<file path="src/rtl/word_packer.sv">
// Collects Depth Width-bit words from a valid/ready stream into one packed frame.
// Define WORD_PACKER_MSB_FIRST_EN to place the first word in the top bits of d_o.
module word_packer #(
    parameter int Width = 32,
    parameter int Depth = 8,
    localparam int CntW = $clog2(Depth + 1)
) (
    input  logic                     clk_i,
    input  logic                     rst_i,
    input  logic                     valid_i,
    output logic                     ready_o,
    input  logic [Width-1:0]         d_i,
    input  logic                     flush_i,
    output logic                     valid_o,
    input  logic                     ready_i,
    output logic [Width*Depth-1:0]   d_o,
    output logic [CntW-1:0]          cnt_o
);

    localparam logic [0:0] FILL = 1'b0;
    localparam logic [0:0] HOLD = 1'b1;

    logic [0:0]                  state;
    logic [CntW-1:0]             wr_ptr;
    logic [CntW-1:0]             cnt_q;
    logic [Depth-1:0][Width-1:0] slots;
    logic                        acc;
    logic                        drn;

    // In HOLD the input side follows the sink so a drain and a refill share a cycle.
    assign ready_o = (state == FILL) ? 1'b1 : ready_i;
    assign valid_o = (state == HOLD);
    assign cnt_o   = cnt_q;
    assign acc     = valid_i & ready_o;
    assign drn     = valid_o & ready_i;

    for (genvar k = 0; k < Depth; k++) begin : g_slot
`ifdef WORD_PACKER_MSB_FIRST_EN
        assign d_o[(Depth-1-k)*Width +: Width] = slots[k];
`else
        assign d_o[k*Width +: Width] = slots[k];
`endif
    end

    always_ff @(posedge clk_i) begin
        if (rst_i) begin
            state  <= FILL;
            wr_ptr <= '0;
            cnt_q  <= '0;
            slots  <= '0;
        end else if (state == FILL) begin
            if (acc) begin
                for (int k = 0; k < Depth; k++) begin
                    if (wr_ptr == CntW'(k)) slots[k] <= d_i;
                end
                // A full frame wins over a coincident flush: no extra frame.
                if (wr_ptr == CntW'(Depth - 1)) begin
                    state  <= HOLD;
                    cnt_q  <= CntW'(Depth);
                    wr_ptr <= '0;
                end else if (flush_i) begin
                    state  <= HOLD;
                    cnt_q  <= wr_ptr + CntW'(1);
                    wr_ptr <= '0;
                end else begin
                    wr_ptr <= wr_ptr + CntW'(1);
                end
            end else if (flush_i && wr_ptr != '0) begin
                state  <= HOLD;
                cnt_q  <= wr_ptr;
                wr_ptr <= '0;
            end
        end else if (drn) begin
            // Clearing on drain keeps unused slots of a later partial frame at zero.
            state <= FILL;
            cnt_q <= '0;
            slots <= '0;
            if (acc) begin
                slots[0] <= d_i;
                wr_ptr   <= CntW'(1);
            end else begin
                wr_ptr <= '0;
            end
        end
    end

endmodule

</file>
<file path="config.mk">
export PLATFORM = sky130hd
export DESIGN_NAME = word_packer
export DESIGN_NICKNAME = d
export VERILOG_FILES = /design/src/rtl/word_packer.sv
export SDC_FILE = /design/constraint.sdc
export NUM_CORES = 1
export LEC_CHECK = 0
export ABC_AREA = 0
export CAP_MARGIN = 40
export CORE_MARGIN = 2
export CORE_UTILIZATION = 35
export DETAILED_ROUTE_END_ITERATION = 10
export PLACE_DENSITY = 0.74
export SLEW_MARGIN = 20
export SYNTH_ARGS = -nofsm -noshare
export SYNTH_HDL_FRONTEND = slang
export SYNTH_SLANG_ARGS = --single-unit
</file>
<file path="constraint.sdc">
create_clock -name clk_i -period 4.3 [get_ports clk_i]
set_input_delay 0.645 -clock clk_i [delete_from_list [all_inputs] [get_ports clk_i]]
set_output_delay 0.645 -clock clk_i [all_outputs]
set_load 0.02 [all_outputs]
</file>
==> metrics.txt, run 1 <==
Max-Cap Viols=0; Power Internal=4.36 mW; P_sw=1.70 mW; Max Clk Rate=334 MHz; fill count=2594; Tot GR Track Use=22.4%; clock-pin slew on the worst setup and hold paths=0.06 ns; crit path launch type=register; critical path fanouts, max=36; diode count=0; register area share after synthesis=a little over half; dpl hpwl=23700 microns; Slew Limit Fails=0; setup skew after layout=0.00988 ns; synthesis-to-layout area growth=43.9%; Leak Pwr=a little under 5 nW; Antenna Nets Post-Route=0; ys async rst share=0%; row cnt=61; HP Class=register to register; GR peak layer=met2; FF-to-FF setup slack=about 1.9 ns; pin count of the biggest net entering global routing=about 110; initial antenna violation count=0; DRC violations left=0; CTS tree=built; Initial Util=35.5%; CTS Buffer Depth=3; Netlist Area Pre-Place=9860 sq um; Num CTS Buffers=29; status=completed; DR iter-0 viols=~640; drt via density=4.97; first-pass GRT wire length=51500 microns; GRT met3 Usage=5.71%; R2R Path End=d_o[201]; fin crit period=3.00 ns; worst reg2reg startpoint=valid_o; synthesized flop and latch total=265; synthesized net count=1280; Nets=1542; drt wl/cell=18.2 microns; GRT overflow=0; Ys Warns=0; Buffers on Ports=~300; worst-margin pin slew=0.814 ns; worst-skew pair later-pin latency=0.54 ns; Worst Setup SP=valid_o; fin crit share=69.7%; power per cell area=428 nW/um^2; RSZ-0062 raised after global routing=no; Final Wtd Congestion=roughly 0.83; Seq pwr share=a little over two fifths; utilization after layout=roughly 51%; Comb power frac=between 10% and 20%; placed insts=1848; WS Path Type=register to primary output; core area=~28000 sq um; worst vdd ir=0.300 mV; commonest non-fill, non-tap cell in the layout=nand2_1; postcts setup bufs=0; Clock Power Share=39.8%; CTS Sinks=265; vias in the first global route=8934; Distinct cells, synth=41; io pins=299; final setup TNS=0 ns; hold_buf cts=0; worst endpoint required time=3.65 ns; drt first pass iters=5; # setup viols final=0; Non-Filler Instances=1901; Cells after Synth=1239; Root Driver=clkbuf_16; Post-CTS Resized=0; Worst slew margin=between 40% and 50%; die area=29500 sq um; predominant post-synthesis flop cell=dfxtp_1; DIE HEIGHT=roughly 170 microns; CP Capture Point=ready_o; EDFF count, synth=0; arrival time at the worst endpoint=2.35 ns; Routed WL=34600 microns; syn avg cell area=7.96 sq um; GR Layer Usage met1=between 20% and 30%; Hold Vio Cnt, Final=0; total number of vias=roughly 9500; M2 GR Usage=between 30% and 40%; layout cells sized above 1=5.91%; Die W=between 150 and 200 microns; H-tree levels=1; crit end category=primary output; commonest cells after routing, fill and taps aside=488 x nand2_1, 297 x clkdlybuf4s50_1, 264 x dfxtp_1; Switching Share=between 20% and 30%; worst r2r path cells=6
area by class of cell:
type	count	area, sq um	area share [%]
repair buffers	321	3280	23.1
clock buffers	42	835	5.88
flip-flops and latches	265	5310	37.4
well taps	378	473	3.33
multi-input cells	879	4180	29.5
clock inverters	11	93.8	0.661
inverters	5	18.8	0.132
kinds of logic after synthesis:
logic type | after synthesis | synth area share [%]
mux | 4 | 0.406
fa+ha+maj | 4 | 0.508
simple gates | 575 | 24.3
flops | 265 | 53.8
compound gates | 295 | 16.2
buf+inv | 95 | 4.71
xor+xnor | 1 | 0.0889
sequential cells by signal (all words and copies together) (netlist names):
| register | flops |
|---|---|
| valid_o | 1 |
| cnt_o | 4 |
| d_o | 256 |
| wr_ptr | 4 |
cells in the mapped netlist (2+ instances only):
library cell  number  area share, %
nand2_1          488             19
dfxtp_1          265             54
a21oi_1          263             13
clkbuf_1          47            1.8
nand3_1           33            1.7
and2b_1           29            2.2
buf_2             29            1.5
buf_4              9           0.69
o21ai_0            6           0.30
buf_6              5           0.57
inv_1              5           0.19
nor2b_1            5           0.32
o21a_1             5           0.38
a31oi_1            4           0.25
ha_1               4           0.51
mux2i_1            4           0.41
nor3_1             4           0.20
o21ai_2            4           0.36
o21ai_4            4           0.66
nand2b_1           3           0.19
a211oi_1           2           0.15
o21ai_1            2           0.10
worst max-delay path: stages, from the launching register on:
cell	delay [ns]
dfxtp_2	0.47
buf_12	0.25
nor2b_1	0.33
inv_1	0.19
clkdlybuf4s50_1	0.58
how the worst min path moves through the flow:
stage | startpoint | end | slack [ns] | cells past startpoint
finish | d_o[187] | d_o[187] | 0.45 | 2
floorplan | wr_ptr[0] | wr_ptr[0] | 0.52 | 2
detailed placement | d_o[18] | d_o[18] | 0.44 | 2
global route | d_o[71] | d_o[71] | 0.46 | 2
CTS | d_o[18] | d_o[18] | 0.45 | 2
global placement | d_o[234] | d_o[234] | 0.44 | 2
layer usage:
layer	routed length, microns	up-vias
met3	2870	68
met1	14600	4438
met2	16000	379
met5	0	-
li1	-	4566
met4	1080	0
power groups by stage:
stage | clock, mW | combinational (mW) | sequential [mW]
final | 2.41 | 1.01 | 2.64
after global routing | 2.54 | 1.08 | 2.66
after CTS | 2.45 | 1.02 | 2.64
after detailed placement | 0 | 1.01 | 2.70
after global placement | 0 | 0.963 | 2.70
after floorplan | 0 | 0.389 | 2.83
metrics by stage:
stage / instance area, sq um / power, mW / setup WS (ns) / hold WS [ns]
floorplan: 9860 / 3.22 / 2.53 / 0.519
global placement: 13100 / 3.67 / 1.02 / 0.437
detailed placement: 13300 / 3.71 / 1.04 / 0.442
CTS: 14200 / 6.11 / 1.29 / 0.451
global route: 14200 / 6.28 / 1.21 / 0.461
finish: 14200 / 6.07 / 1.30 / 0.448
(Power assumes the default switching activity.)
==> inputs of run 2 (changes only) <==
==> constraint.sdc (replaced) <==
create_clock -name clk_i -period 3 [get_ports clk_i]
set_input_delay 0.45 -clock clk_i [delete_from_list [all_inputs] [get_ports clk_i]]
set_output_delay 0.45 -clock clk_i [all_outputs]
set_load 0.02 [all_outputs]
==> metrics.txt, run 2 (synthesis gave the netlist of run 1 again) <==
status=completed (unchanged); synthesis-to-layout area growth=44.7% (was 43.9%); final setup TNS=0 ns (unchanged); DR iter-0 viols=794 (was 639); WS Path Type=register to primary output (unchanged); pin count of the biggest net entering global routing=105 (was 109); postcts setup bufs=0 (unchanged); GRT overflow=0 (unchanged); Antenna Nets Post-Route=0 (unchanged); Routed WL=34500 microns (was 34600 microns); row cnt=61 (unchanged); Max Clk Rate=359 MHz; setup skew after layout=0.0105 ns (was 0.00988 ns); layout cells sized above 1=6.36% (was 5.91%); vias in the first global route=9169 (was 8934); register area=5310 sq um (unchanged); dpl hpwl=23200 microns (was 23700 microns); worst-path cell chain=buf_4 > nor2b_2 > inv_1 > clkdlybuf4s50_1 (was buf_12 > nor2b_1 > inv_1 > clkdlybuf4s50_1); DIE HEIGHT=172 microns (unchanged); worst-margin pin slew=0.874 ns (was 0.814 ns); Worst slew margin=41.8% (was 45.5%); worst slack at placement=0.407 ns (was 1.04 ns); fin crit period=2.78 ns; Max-Cap Viols=0 (unchanged); H-tree levels=1 (unchanged); Num CTS Buffers=28 (was 29); # setup viols final=0 (unchanged); crit path launch type=register (unchanged); utilization after layout=51.3% (was 51.1%); power per cell area=619 nW/um^2 (was 428 nW/um^2); worst vdd ir=0.366 mV (was 0.300 mV); Slowest cell on crit path=clkdlybuf4s50_1 (unchanged); RSZ-0062 raised after global routing=no (unchanged); Leak Pwr=4.88 nW (was 4.83 nW); die area=29500 sq um (unchanged); CTS tree=built (unchanged); arrival time at the worst endpoint=2.33 ns (was 2.35 ns); CTS Buffer Depth=3 (unchanged); worst endpoint required time=2.55 ns (was 3.65 ns); fin crit share=92.8%; setup ws final=0.216 ns (was 1.30 ns); first-pass GRT wire length=51800 microns (was 51500 microns); Multi-input gate area=4180 sq um (about the same); critical path fanouts, max=18 (was 36); Initial Util=35.5% (unchanged); Buffers on Ports=298 (unchanged); Nets=1546 (was 1542); commonest cells after routing, fill and taps aside=488 x nand2_1, 297 x clkdlybuf4s50_1, 264 x dfxtp_1 (unchanged); Root Driver=clkbuf_16 (unchanged); commonest non-fill, non-tap cell in the layout=nand2_1 (unchanged); max FFs per register=256 (unchanged); Slew Limit Fails=0 (unchanged); io pins=299 (unchanged); Critical Path Max Stage Delay=0.58 ns (about the same); Tot GR Track Use=22.6% (was 22.4%); clock-pin slew on the worst setup and hold paths=0.06 ns (about the same); Hold Vio Cnt, Final=0 (unchanged); CTS Sinks=265 (unchanged); DRC violations left=0 (unchanged); Final Wtd Congestion=0.854 (was 0.829); total number of vias=9564 (was 9451); drt first pass iters=6 (was 5); crit end category=primary output (unchanged); HP Class=input pin to register (was register to register); drt wl/cell=18.1 microns (was 18.2 microns); Die W=172 microns (unchanged); initial antenna violation count=0 (unchanged); worst-skew pair later-pin latency=0.54 ns (about the same); diode count=0 (unchanged); fill count=2618 (was 2594); core area=27800 sq um (unchanged); drt via density=5.02 (was 4.97)
-- run 2: layout make-up --
type,instances,share of cell area (%)
Clock buffer,39,5.77
Clock inverter,12,1.00
Inverter,5,0.132
Multi-Input combinational cell,879,29.3
Sequential cell,265,37.2
Tap cell,378,3.32
Timing Repair Buffer,326,23.3
-- run 2: worst max-delay path: cells and delay by family, from the launching register on --
family	cells	cell delay, ns
buffers and inverters	3	1.00
DFF	1	0.55
and+or+nand+nor	1	0.25
-- run 2: path summary, 6_finish.rpt --
kind / from / slack, ns / to / cells after the start
worst max-delay path: valid_o / 0.22 / ready_o / 4
worst min-delay path: rst_i / 0.34 / d_o[255] / 2
worst max register to register: wr_ptr[0] / 0.76 / d_o[220] / 7
worst min register to register: d_o[36] / 0.45 / d_o[36] / 2
-- run 2: power by group --
part	internal [mW]	switching, mW
combinational	0.553	0.895
sequential	3.69	0.103
clock	2.17	1.42
total	6.41	2.42
-- run 2: per-layer routing --
| layer | share of wire, % | GRT usage [%] | vias up |
|---|---|---|---|
| li1 | - | - | 4566 |
| met1 | 41 | 28.4 | 4493 |
| met2 | 46 | 37.6 | 429 |
| met3 | 9.0 | 5.68 | 76 |
| met4 | 3.3 | 8.00 | 0 |
| met5 | 0 | 0 | - |
-- run 2: what timing repair did --
item                                   CTS  global route
hold buffers                             0             0
setup endpoints to repair                0             1
endpoints found under the hold margin    0             0
gates resized for setup                  0             1
-- run 2: per-stage QoR --
stage	power, mW	hold slack, ns	cells	area [sq um]
after floorplan	4.61	0.519	1239	9860
after global placement	5.29	0.437	1851	13300
after detailed placement	5.31	0.443	1852	13300
after CTS	8.88	0.332	1903	14300
after global routing	9.14	0.356	1904	14300
final	8.83	0.339	1904	14300
